$ cat src/rtl/uart_bridge_pkg.sv
// uart_bridge_pkg: opcodes, response bytes and FSM states shared by the UART register bridge
package uart_bridge_pkg;

    localparam logic [7:0] OP_WRITE = 8'h57;
    localparam logic [7:0] OP_READ  = 8'h52;
    localparam logic [7:0] RSP_ACK  = 8'h4B;
    localparam logic [7:0] RSP_ERR  = 8'h3F;

    typedef enum logic [2:0] {
        IDLE,
        GET_ADDR,
        GET_DATA,
        BUS_WRITE,
        BUS_READ,
        READ_WAIT,
        SEND_RESP
    } state_e;

endpackage

$ cat src/rtl/uart_frame_timer.sv
// uart_frame_timer: inter-byte idle counter that flags an abandoned frame
module uart_frame_timer #(
    parameter int TIMEOUT_CYCLES = 260416
) (
    input  logic Clock,
    input  logic ResetN,
    input  logic Clear,
    input  logic Run,
    output logic Expired
);

    localparam int W = (TIMEOUT_CYCLES > 1) ? $clog2(TIMEOUT_CYCLES) : 1;
    localparam logic [W-1:0] LAST = W'(TIMEOUT_CYCLES - 1);

    logic [W-1:0] count_q, count_d;

    // count idle cycles while running; hold at the terminal value until the FSM leaves
    always_comb begin
        count_d = (Clear || !Run) ? '0 : ((count_q == LAST) ? count_q : count_q + W'(1));
    end

    // counter register
    always_ff @(posedge Clock) begin
        if (!ResetN) count_q <= '0;
        else         count_q <= count_d;
    end

    assign Expired = Run && !Clear && (count_q == LAST);

endmodule

$ cat src/rtl/uart_reg_bridge.sv
// uart_reg_bridge: decodes W/R frames from the UART RX FIFO into register bus accesses and replies via TX
module uart_reg_bridge
    import uart_bridge_pkg::*;
#(
    parameter int DATA_BITS      = 8,
    parameter int ADDR_BITS      = 8,
    parameter int TIMEOUT_CYCLES = 260416
) (
    input  logic                 Clock,
    input  logic                 ResetN,
    input  logic                 RxEmpty,
    input  logic [DATA_BITS-1:0] ReadData,
    output logic                 ReadUart,
    input  logic                 TxFull,
    output logic                 WriteUart,
    output logic [DATA_BITS-1:0] WriteData,
    output logic [ADDR_BITS-1:0] RegAddr,
    output logic [7:0]           RegWrData,
    output logic                 RegWrEn,
    output logic                 RegRdEn,
    input  logic [7:0]           RegRdData,
    output logic                 Busy,
    output logic                 FrameErr,
    output logic [7:0]           ErrCount
);

    state_e                 state_q, state_d;
    logic                   is_write_q, is_write_d;
    logic [7:0]             resp_q, resp_d;
    logic                   read_uart_q, read_uart_d;
    logic                   write_uart_q, write_uart_d;
    logic [DATA_BITS-1:0]   write_data_q, write_data_d;
    logic [ADDR_BITS-1:0]   reg_addr_q, reg_addr_d;
    logic [7:0]             reg_wr_data_q, reg_wr_data_d;
    logic                   frame_err_q, frame_err_d;
    logic [7:0]             err_count_q, err_count_d;
    logic                   capture, run, expired, err_hit;
    logic [7:0]             rx_byte;

    // a byte is taken only when the previous pop strobe has had a cycle to update the FIFO flags
    assign capture     = (state_q == IDLE || state_q == GET_ADDR || state_q == GET_DATA) && !RxEmpty && !read_uart_q;
    assign run         = (state_q == GET_ADDR || state_q == GET_DATA);
    assign read_uart_d = capture;
    assign rx_byte     = ReadData[7:0];

    uart_frame_timer #(
        .TIMEOUT_CYCLES(TIMEOUT_CYCLES)
    ) u_timer (
        .Clock  (Clock),
        .ResetN (ResetN),
        .Clear  (capture),
        .Run    (run),
        .Expired(expired)
    );

    // next-state and datapath decode; a captured byte always beats a same-cycle timeout
    always_comb begin
        state_d       = state_q;
        is_write_d    = is_write_q;
        resp_d        = resp_q;
        reg_addr_d    = reg_addr_q;
        reg_wr_data_d = reg_wr_data_q;
        write_data_d  = write_data_q;
        write_uart_d  = 1'b0;
        err_hit       = 1'b0;
        case (state_q)
            IDLE: begin
                if (capture) begin
                    if (rx_byte == OP_WRITE || rx_byte == OP_READ) begin
                        is_write_d = (rx_byte == OP_WRITE);
                        state_d    = GET_ADDR;
                    end else begin
                        resp_d  = RSP_ERR;
                        err_hit = 1'b1;
                        state_d = SEND_RESP;
                    end
                end
            end
            GET_ADDR: begin
                if (capture) begin
                    reg_addr_d = ReadData[ADDR_BITS-1:0];
                    state_d    = is_write_q ? GET_DATA : BUS_READ;
                end else if (expired) begin
                    err_hit = 1'b1;
                    state_d = IDLE;
                end
            end
            GET_DATA: begin
                if (capture) begin
                    reg_wr_data_d = rx_byte;
                    state_d       = BUS_WRITE;
                end else if (expired) begin
                    err_hit = 1'b1;
                    state_d = IDLE;
                end
            end
            BUS_WRITE: begin
                resp_d  = RSP_ACK;
                state_d = SEND_RESP;
            end
            BUS_READ:  state_d = READ_WAIT;
            READ_WAIT: begin
                resp_d  = RegRdData;
                state_d = SEND_RESP;
            end
            SEND_RESP: begin
                if (!TxFull && !write_uart_q) begin
                    write_uart_d = 1'b1;
                    write_data_d = DATA_BITS'(resp_q);
                    state_d      = IDLE;
                end
            end
            default: state_d = IDLE;
        endcase
        frame_err_d = err_hit;
        err_count_d = (err_hit && err_count_q != 8'hFF) ? err_count_q + 8'd1 : err_count_q;
    end

    // state and registered outputs; reset discards any partial frame
    always_ff @(posedge Clock) begin
        if (!ResetN) begin
            state_q       <= IDLE;
            is_write_q    <= 1'b0;
            resp_q        <= '0;
            read_uart_q   <= 1'b0;
            write_uart_q  <= 1'b0;
            write_data_q  <= '0;
            reg_addr_q    <= '0;
            reg_wr_data_q <= '0;
            frame_err_q   <= 1'b0;
            err_count_q   <= '0;
        end else begin
            state_q       <= state_d;
            is_write_q    <= is_write_d;
            resp_q        <= resp_d;
            read_uart_q   <= read_uart_d;
            write_uart_q  <= write_uart_d;
            write_data_q  <= write_data_d;
            reg_addr_q    <= reg_addr_d;
            reg_wr_data_q <= reg_wr_data_d;
            frame_err_q   <= frame_err_d;
            err_count_q   <= err_count_d;
        end
    end

    assign ReadUart  = read_uart_q;
    assign WriteUart = write_uart_q;
    assign WriteData = write_data_q;
    assign RegAddr   = reg_addr_q;
    assign RegWrData = reg_wr_data_q;
    assign RegWrEn   = (state_q == BUS_WRITE);
    assign RegRdEn   = (state_q == BUS_READ);
    assign Busy      = (state_q != IDLE);
    assign FrameErr  = frame_err_q;
    assign ErrCount  = err_count_q;

endmodule
$ cat config.mk
export PLATFORM = sky130hd
export DESIGN_NAME = uart_reg_bridge
export DESIGN_NICKNAME = d
export VERILOG_FILES = /design/src/rtl/uart_bridge_pkg.sv /design/src/rtl/uart_frame_timer.sv /design/src/rtl/uart_reg_bridge.sv
export SDC_FILE = /design/constraint.sdc
export NUM_CORES = 1
export LEC_CHECK = 0
export ABC_AREA = 1
export CORE_MARGIN = 2
export CORE_UTILIZATION = 55
export DETAILED_ROUTE_END_ITERATION = 10
export PLACE_DENSITY = 0.84
export SLEW_MARGIN = 10
export SYNTH_ARGS = -nofsm -noshare
export SYNTH_HDL_FRONTEND = slang
export SYNTH_SLANG_ARGS = --single-unit
$ cat constraint.sdc
create_clock -name Clock -period 2.7 [get_ports Clock]
set_input_delay 0.27 -clock Clock [delete_from_list [all_inputs] [get_ports Clock]]
set_output_delay 0.27 -clock Clock [all_outputs]
set_load 0.05 [all_outputs]
Word-level counts from Yosys, hierarchy flattened
Cells that the tools add are included.
{"block": "word_totals", "ff_bits": 65, "inputBits": 20, "out_inout_bits": 38}
{"block": "classes", "addsub": 2, "eq_ne": 13, "muxes": 17, "bitwise": 1, "n_reduce_logical": 30}
{"operator": "8-bit one-hot mux with 3 select lines", "n": 1}
{"operator": "3-bit 2-to-1 mux", "n": 7}
{"operator": "18-bit by 1-bit adder with 18-bit output, second input constant", "n": 1}
{"operator": "18-bit == test, second input constant", "n": 1}
{"operator": "3-bit one-hot mux with 6 select lines", "n": 1}
{"operator": "8-bit by 7-bit == test with 1-bit output, second input constant", "n": 2}
{"operator": "8-bit 2-to-1 mux", "n": 2}
{"operator": "2-bit AND reduction", "n": 5}
{"operator": "3-bit == test, second input constant", "n": 3}
{"operator": "8-bit by 1-bit adder with 8-bit output, second input constant", "n": 1}
{"operator": "8-bit != test, second input constant", "n": 1}
{"operator": "3-bit by 2-bit == test with 1-bit output, second input constant", "n": 2}
{"operator": "1-bit logical AND", "n": 6}
{"operator": "1-bit logical NOT", "n": 6}
{"operator": "3-bit AND reduction", "n": 2}
{"operator": "3-bit nonzero test", "n": 2}
{"operator": "2-bit OR reduction", "n": 3}
{"operator": "1-bit logical OR", "n": 5}
{"operator": "1-bit 2-to-1 mux", "n": 5}
{"operator": "2-bit != test, second input constant", "n": 2}
{"operator": "3-bit by 1-bit == test with 1-bit output, second input constant", "n": 1}
{"operator": "3-bit logical NOT", "n": 1}
{"operator": "2-bit by 1-bit != test with 1-bit output, second input constant", "n": 1}
{"operator": "1-bit one-hot mux with 2 select lines", "n": 1}
{"operator": "1-bit NOT", "n": 1}

Depth between registers and ports, before layout
Gate-level depths: netlist of run 1.
{"block": "depth", "ltp_word": 12, "ltp_mapped": 12, "depth_no_buf": 12}

Modules after synthesis
From an unflattened synthesis of run 1, not the netlist that was laid out.
{"block": "unflattened", "cells_unflattened": 422, "area_unflattened_um2": 3039.2}
{"mod": "uart_reg_bridge", "instances": 1, "cells_each": 274, "area_per_inst_um2": 2003.2, "seq_area_each_um2": 940.9}
{"mod": "uart_frame_timer", "instances": 1, "cells_each": 148, "area_per_inst_um2": 1036.0, "seq_area_each_um2": 360.3}

Worst setup path before layout of run 1
No wires, ideal clock.
{"block": "synth_timing", "kind": "register -> register", "from": "register state_q[1]", "to": "register state_q[2]", "t_arrival_ns": 1.989, "required_time_ns": 2.630, "slack_ns": 0.640, "stages_incl_launch_ff": 6, "synth_period_minus_slack_ns": 2.060, "cell_sequence": "dfxtp_1 -> buf_4 -> nor3_1 -> nand3b_1 -> o21ai_0 -> a21oi_1"}
{"item": "start, declared", "line": "uart_reg_bridge.sv:27", "text": "state_e state_q, state_d;"}
{"item": "start signal, assigned", "line": "uart_reg_bridge.sv:133", "text": "state_q <= state_d;"}
{"item": "3-bit == test"}
{"item": "net RegRdEn", "line": "uart_reg_bridge.sv:20", "text": "output logic RegRdEn,"}
{"item": "3-bit one-hot mux with 6 select lines", "line": "uart_reg_bridge.sv:66", "text": "case (state_q)"}
The timed path passes the listed nets, and every way through them passes these cells.
A chain may end at the register's enable or synchronous reset.

Worst setup path in the final report of run 1
{"block": "layout_timing", "from": "register state_q[1]", "to": "output port RegRdEn"}
{"block": "layout_via", "elab_chain_len": 1}
{"item": "3-bit == test", "line": "uart_reg_bridge.sv:152", "text": "assign RegRdEn = (state_q == BUS_READ);"}
{"item": "end, declared", "line": "uart_reg_bridge.sv:20"}
No other way between the ends.

==> metrics, run 1 <==
status=completed; setup slack, reg-to-reg=roughly 0.90 ns; Hold Crit Class=reg2reg; pre-CTS worst setup slack=about 0.63 ns; DP HPWL=4820 um; DR iter-0 viols=169; power per standard cell area=between 700 and 800 nW/um^2; die area=6040 um^2; leakage power=1.46 nW; DRT Pass-1 Iters=4; Die W=77.7 um; cts hold-fix bufs=0; routability cong.=0.899; RSZ-0062 raised after global routing=false; FMAX=between 400 and 500 MHz; nets=480; Fillers=406; fin crit share=86.2%; post-synth top area share=43.6%; Setup Total Neg Slack=0 ns; Synth area leader=dfxtp_1; cts bufs inserted=9; layout cells sized above 1=a little under a tenth; ys async rst share=0%; kind of critical path=reg2out; Clk Tree Root Cell=clkbuf_8; Synth warnings=0; WL final=roughly 6800 um; grt ovf=0; type of element capturing the critical path=output pin; WL per Instance=12.7 um; clock sinks=between 60 and 70; H-tree lvl count=3; Top Ports=58; Avg Inst Size Synth=about 7.5 um^2; drt drc=0; via count=2,823; #FFs+latches synth=65; Synth area leaders=dfxtp_1 (44%), nand2_1 (7.3%), nor2_1 (7.0%), a21oi_1 (6.7%), o21ai_0 (6.7%); Final Hold Viols=0; fin. max-slew vios=0; Post-synth EDFFs=0; register area share after synthesis=43.6%; Clk pin slew, worst setup/hold paths=0.07 ns; Post-synth top flop=dfxtp_1; Max Cap Viol=0; Ant. Diodes=0; Max Root-Sink Buffers=2; final setup skew=between 0.007 and 0.008 ns; Synth Cell Area=about 3000 um^2; Area Overhead vs Synth=26.8%; Register Area=around 1300 um^2; worst IR drop on VDD=0.697 mV; initial antenna violation count=0; final setup margin=0.371 ns; crit-path max FO=8; post-CTS setup buffers=0; Buffers on Ports=57; Net Count, Synth=419; area of the multi-input gates=1460 um^2; Initial Util=a little under 60%; synth unique cells=38; Least-Margin Pin Slew=0.686 ns; Post-CTS Resized=0; post-route ant nets=0; die extent in y=77.7 um; largest net degree at the start of global routing=28; Clock Latency Late Sink=0.35 ns; # rows=26; vias per cell=between 5 and 6; Required @ worst endpoint=~2.4 ns; Core Box Area=a little over 5000 um^2; Mapped Cells=roughly 400; CP arrival=2.06 ns; final number of setup-violating endpoints=0; first-pass GRT wire length=~12,000 um; GRT Total Usage=about a quarter; CP startpoint kind=flip-flop; Final min period=2.33 ns; CTS tree=done; vias in the first global route=approximately 2,600; Slew HR=54.1%
-- critical path, cell delays in order, from the launching register on --
cell	delay (ns)
dfxtp_1	0.40
nor3_1	0.42
clkdlybuf4s50_1	0.90
-- kinds of logic (layout without fill, tap and decap cells) --
group,count (synthesis),after routing,share of synthesized area (%)
compound gates,93,93,16.5
buf+inv,55,121,7.41
xor+xnor,7,7,2.05
fa+ha+maj,2,2,0.838
flops,65,65,43.6
simple gates,175,175,29.7
-- worst paths after layout --
| kind | end | cells after the start | from |
|---|---|---|---|
| setup / recovery | RegRdEn | 2 | state_q[1] |
| hold / removal | u_timer.count_q[14] | 2 | u_timer.count_q[14] |
| setup reg to reg | RegWrData[4] | 5 | state_q[1] |
| hold reg to reg | u_timer.count_q[14] | 2 | u_timer.count_q[14] |
-- state kept, by name (all words and copies together) (netlist names) --
| signal | count |
|---|---|
| RegWrData | 8 |
| ErrCount | 8 |
| u_timer.count_q | 18 |
| resp_q | 8 |
| FrameErr | 1 |
| RegAddr | 8 |
| is_write_q | 1 |
| state_q | 3 |
| ReadUart | 1 |
| WriteData | 8 |
| WriteUart | 1 |
-- layout make-up --
type                            instances  share of cell area (%)
Clock inverter                          3                   0.397
Tap cell                               70                    2.31
Sequential cell                        65                    34.4
Timing Repair Buffer                   58                    15.3
Inverter                               47                    4.79
Multi-Input combinational cell        277                    38.7
Clock buffer                           13                    4.20
-- routing by layer --
layer / vias up / global-route usage, % / share of wire, %
li1: 1426 / - / -
met1: 1303 / 29.0 / 43
met2: 80 / 39.7 / 48
met3: 14 / 6.63 / 6.2
met4: 0 / 12.9 / 2.5
met5: - / 0 / 0
-- cells in the mapped netlist (4+ instances only) --
| library cell | count |
|---|---|
| nand4_1 | 7 |
| a21oi_1 | 40 |
| dfxtp_1 | 65 |
| o21ai_0 | 40 |
| nand3_1 | 17 |
| o21ai_1 | 5 |
| nor2_1 | 56 |
| inv_2 | 4 |
| nor3_1 | 10 |
| xnor2_1 | 4 |
| or2_2 | 4 |
| nand2_1 | 58 |
| inv_1 | 41 |
-- power by group --
group / switching [mW] / total (mW) / internal [mW] / leakage, nW
clock network: 0.363 / 0.743 / 0.379 / 0.0932
logic: 0.632 / 0.936 / 0.305 / 0.836
registers: 0.0825 / 1.16 / 1.07 / 0.527
-- stage by stage --
step           instance area, um^2  utilization (%)  hold slack [ns]  power (mW)  instances
3_3_place_gp                  3610             69.8            0.453        2.09        517
3_5_place_dp                  3610             69.8            0.462        2.11        517
5_1_grt                       3790             73.2            0.509        2.99        533
6_report                      3790             73.2            0.470        2.84        533
4_1_cts                       3790             73.2            0.473        2.85        533
2_1_floorplan                 2990                -            0.405        1.84        397
-- cells in the final DEF, fill, tap and decap left out, types with 3 or more instances in the layout --
cell and instances:
a21oi_1 40, clkbuf_8 11, clkdlybuf4s50_1 57, clkinv_2 3, dfxtp_1 65, inv_1 41, inv_2 4, nand2_1 58
nand3_1 17, nand3_2 3, nand4_1 7, nor2_1 56, nor2_4 3, nor3_1 10, o21ai_0 40, o21ai_1 5
or2_2 4, xnor2_1 4, xor2_1 3
Note: power is estimated with default switching activity, not from simulation.
==> run 2, diff against run 1 <==
Settings changed: CORE_MARGIN 2 to not set, RECOVER_POWER set to 50.
==> metrics, run 2 (same netlist as run 1, synthesis figures left out) <==
power per standard cell area=807 nW/um^2; post-route ant nets=0; vias per cell=5.20; layout cells sized above 1=8.41%; Clk pin slew, worst setup/hold paths=0.07 ns; die area=5730 um^2; Slew HR=between 40% and 50%; CTS tree=done; P_sw=1.06 mW; via count=2,779; Reg2Reg Launch Point=state_q[0]; RSZ-0062 raised after global routing=false; R2R cell count=8; Setup Total Neg Slack=0 ns; leakage power=1.56 nW; worst-path cell chain=inv_2 -> nor3_1 -> clkdlybuf4s50_1; Die W=75.7 um; Required @ worst endpoint=roughly 2.4 ns; Highest Signal Layer=met4; worst IR drop on VDD=0.521 mV; fin. max-slew vios=0; switching part of the total=34.0%; vias in the first global route=between 2,000 and 3,000; # rows=26; CP arrival=roughly 2.0 ns; slowest cell on the critical path=clkdlybuf4s50_1; combinational share of power=29.2%; type of element capturing the critical path=output pin; routed wl met2=3070 um; first-pass GRT wire length=10,800 um; critical path's largest stage delay=between 0.8 and 0.9 ns; Seq pwr share=37.1%; H-tree lvl count=3; kind of critical path=reg2out; nets=481; final setup skew=0.00669 ns; GRT Total Usage=24.9%; worst hold start=is_write_q; Ant. Diodes=0; Initial Util=57.7%; hold path cells=2; WL final=approximately 6500 um; Hold Path Sink=is_write_q; cts hold-fix bufs=0; max reg flops=18; DP HPWL=roughly 4700 um; die extent in y=75.7 um; met1 WL=roughly 3000 um; CP startpoint kind=flip-flop; FMAX=447 MHz; most frequent cells in the layout=dfxtp_1 (65), nand2_1 (60), nor2_1 (58), inv_1 (42), a21oi_1 (41); Max Root-Sink Buffers=2; most common cell after layout, fill and taps aside=dfxtp_1; Clk pwr share=33.7%; Max Cap Viol=0; grt ovf=0; Clk Tree Root Cell=clkbuf_8; clock sinks=65; Final min period=about 2.2 ns; crit-path max FO=7; final number of setup-violating endpoints=0; Clock Latency Late Sink=between 0.3 and 0.4 ns; Area Overhead vs Synth=28.8%; final total power=3.10 mW; initial antenna violation count=0; Hold Crit Class=reg2reg; Largest Register=u_timer.count_q; Post-CTS Resized=0; met3 WL=~330 um; drt drc=0; WL per Instance=12.2 um; post-route cell area=a little under 4000 um^2; Core Box Area=about 5200 um^2; post-CTS setup buffers=0; DR iter-0 viols=220; cts bufs inserted=9; status=completed; Least-Margin Pin Slew=between 0.7 and 0.8 ns; routability cong.=0.881; setup slack, reg-to-reg=0.70 ns; fin crit share=82.8%; worst r2r dst=u_timer.count_q[13]; Post-DP Area=about 3600 um^2; cell-internal power=2.05 mW; largest net degree at the start of global routing=19; Buffers on Ports=57; Final Hold Viols=0; DRT Pass-1 Iters=4; Top Ports=58; final core utilization=74.4%
run 2: metrics by stage:
| step | std cells | hold slack, ns | setup WS [ns] |
|---|---|---|---|
| 5_1_grt | 534 | 0.503 | 0.395 |
| 3_5_place_dp | 518 | 0.462 | 0.601 |
| 6_report | 534 | 0.472 | 0.465 |
| 4_1_cts | 534 | 0.474 | 0.431 |
| 2_1_floorplan | 397 | 0.405 | 0.640 |
| 3_3_place_gp | 518 | 0.456 | 0.626 |
run 2: power by group through the flow:
stage	Sequential [mW]	Clock, mW	Combinational (mW)
after CTS	1.15	1.06	0.943
after detailed placement	1.17	0	0.934
after floorplan	1.36	0	0.481
after global placement	1.17	0	0.921
after global routing	1.16	1.10	0.985
final	1.15	1.05	0.907
run 2: cell type report:
cell class / count / area, um^2
multi-input combinational: 277 / 1430
fill: 402 / 1330
sequential: 65 / 1300
timing repair buffer: 59 / 582
inverter: 47 / 181
clock buffer: 12 / 165
clock inverter: 4 / 97.6
tap: 70 / 87.6
run 2: how the worst max path moves through the flow:
stage	start	endpoint	slack (ns)
2_1_floorplan	state_q[1]	state_q[2]	0.64
3_3_place_gp	ResetN	resp_q[4]	0.63
3_5_place_dp	ResetN	resp_q[5]	0.60
4_1_cts	state_q[1]	RegRdEn	0.43
5_1_grt	state_q[2]	RegRdEn	0.40
6_report	state_q[2]	RegRdEn	0.47
run 2: routing by layer:
| layer | global-route usage (%) | vias to the layer above |
|---|---|---|
| li1 | - | 1434 |
| met5 | 0 | - |
| met2 | 41.5 | 66 |
| met4 | 11.3 | 0 |
| met3 | 4.76 | 11 |
| met1 | 31.4 | 1268 |
run 2: worst max-delay path, delay by kind of cell (launching register included):
kind                   cells  cell delay [ns]
buffers and inverters      2             0.98
DFF                        1             0.36
and+or+nand+nor            1             0.29
==> run 3, diff against run 2 <==
Settings changed: CORE_UTILIZATION 55 to 46, PLACE_DENSITY 0.84 to 0.75.
Clock period 2.7 ns to 1.8 ns, I/O delays scaled along.
==> metrics, run 3 (same netlist as run 1, synthesis figures left out) <==
status=completed; routability cong.=0.860; fin crit share=95.6%; final core utilization=~64%; Ant. Diodes=0; WL per Instance=between 10 and 15 um; CTS tree=done; Clk Tree Root Cell=clkbuf_8; type of element capturing the critical path=output pin; crit-path max FO=3; worst-path cell chain=clkdlybuf4s50_1; met3 WL=440 um; CP startpoint kind=flip-flop; drt drc=0; max reg flops=18; fin. max-slew vios=0; CP Buf/Inv Count=1; Clock Latency Late Sink=0.34 ns; final setup skew=0.00929 ns; worst IR drop on VDD=~0.66 mV; Initial Util=49.0%; grt ovf=0; initial antenna violation count=0; Final Hold Viols=0; WHS=0.396 ns; most frequent cells in the layout=dfxtp_1 (62), nand2_1 (58), nor2_1 (57), clkdlybuf4s50_1 (46), inv_1 (41); via count=about 2,800; most common cell after layout, fill and taps aside=dfxtp_1; Slew HR=58.8%; Buffers on Ports=57; largest net degree at the start of global routing=18; dpl cells=532; power per standard cell area=1130 nW/um^2; Largest Register=u_timer.count_q; Clk pin slew, worst setup/hold paths=roughly 0.080 ns; critical path's largest stage delay=0.83 ns; vias per cell=5.05; GRT Total Usage=21.9%; final total power=approximately 4.4 mW; Least-Margin Pin Slew=slightly above 0.6 ns; Finished Layout Cells=548; Final min period=approximately 1.7 ns; layout cells sized above 1=12.7%; kind of critical path=reg2out; Required @ worst endpoint=1.62 ns; die extent in y=82.6 um; Setup Total Neg Slack=0 ns; DP HPWL=between 4000 and 5000 um; routed wl met2=2900 um; post-route ant nets=0; first-pass GRT wire length=11,300 um; cts bufs inserted=9; clock sinks=65; H-tree lvl count=3; post-route cell area=3880 um^2; RSZ-0062 raised after global routing=false; delay-heaviest family, CP=buffers and inverters; die area=6820 um^2; met1 WL=between 3000 and 4000 um; Max Root-Sink Buffers=2; Top Ports=58; Area Overhead vs Synth=30.0%; Die W=82.6 um; Max Cap Viol=0; vias in the first global route=2,549; FMAX=581 MHz; Post-DP Area=3740 um^2; DRT Pass-1 Iters=4; nets=490; pre-CTS worst setup slack=0.0234 ns; CP arrival=1.54 ns; # rows=28; Core Box Area=roughly 6100 um^2; final setup margin=0.0784 ns; Highest Signal Layer=met4; WL final=6660 um; DR iter-0 viols=117; leakage power=1.54 nW; Hold Crit Class=in2reg; final number of setup-violating endpoints=0; slowest cell on the critical path=clkdlybuf4s50_1
run 3: changes by cell type in the layout (fill, tap and decap cells not counted), moves of 3 or more:
cell	change
buf_4	+9
clkbuf_1	+3
clkbuf_8	-3
clkdlybuf4s50_1	+10
dfxtp_1	-3
dfxtp_2	+3
dlygate4sd2_1	+3
dlygate4sd3_1	-20
run 3: power breakdown:
part / leakage, nW / switching, mW / internal, mW
clock: 0.0912 / 0.587 / 0.636
combinational: 0.917 / 0.945 / 0.498
sequential: 0.528 / 0.122 / 1.62
run 3: layer usage:
| layer | vias up | GRT usage [%] |
|---|---|---|
| met2 | 63 | 34.6 |
| met5 | - | 0 |
| li1 | 1447 | - |
| met4 | 0 | 9.83 |
| met1 | 1250 | 27.3 |
| met3 | 10 | 6.70 |
run 3: final timing paths:
| check | end | start | cells after the start | slack, ns |
|---|---|---|---|---|
| worst max-delay path | WriteUart | WriteUart | 1 | 0.08 |
| worst max register to register | ErrCount[1] | u_timer.count_q[0] | 10 | 0.16 |
| worst min-delay path | resp_q[7] | RegRdData[7] | 3 | 0.40 |
| worst min register to register | u_timer.count_q[14] | u_timer.count_q[14] | 2 | 0.47 |
run 3: worst register-to-register path, cell delays in order (launching register included):
cell     delay, ns
dfxtp_1       0.36
ha_1          0.25
nand3_4       0.13
nor2_4        0.13
nand2_4       0.08
nor2_8        0.13
nand2_4       0.10
nand2_8       0.10
nand2_8       0.08
o21ai_1       0.14
nor2_1        0.06
run 3: cell type report:
class                           instances  area, um^2
Fill cell                             566        2210
Multi-Input combinational cell        277        1460
Sequential cell                        65        1310
Timing Repair Buffer                   68         644
Inverter                               47         181
Clock buffer                            9         124
Tap cell                               75        93.8
Clock inverter                          7        71.3
run 3: timing repair:
action / 4_1_cts / 5_1_grt
endpoints found under the setup margin: 3 / 19
hold buffers: 0 / 0
resized for setup: 3 / 6
buffers inserted: 0 / 0
pin swaps: 0 / 0
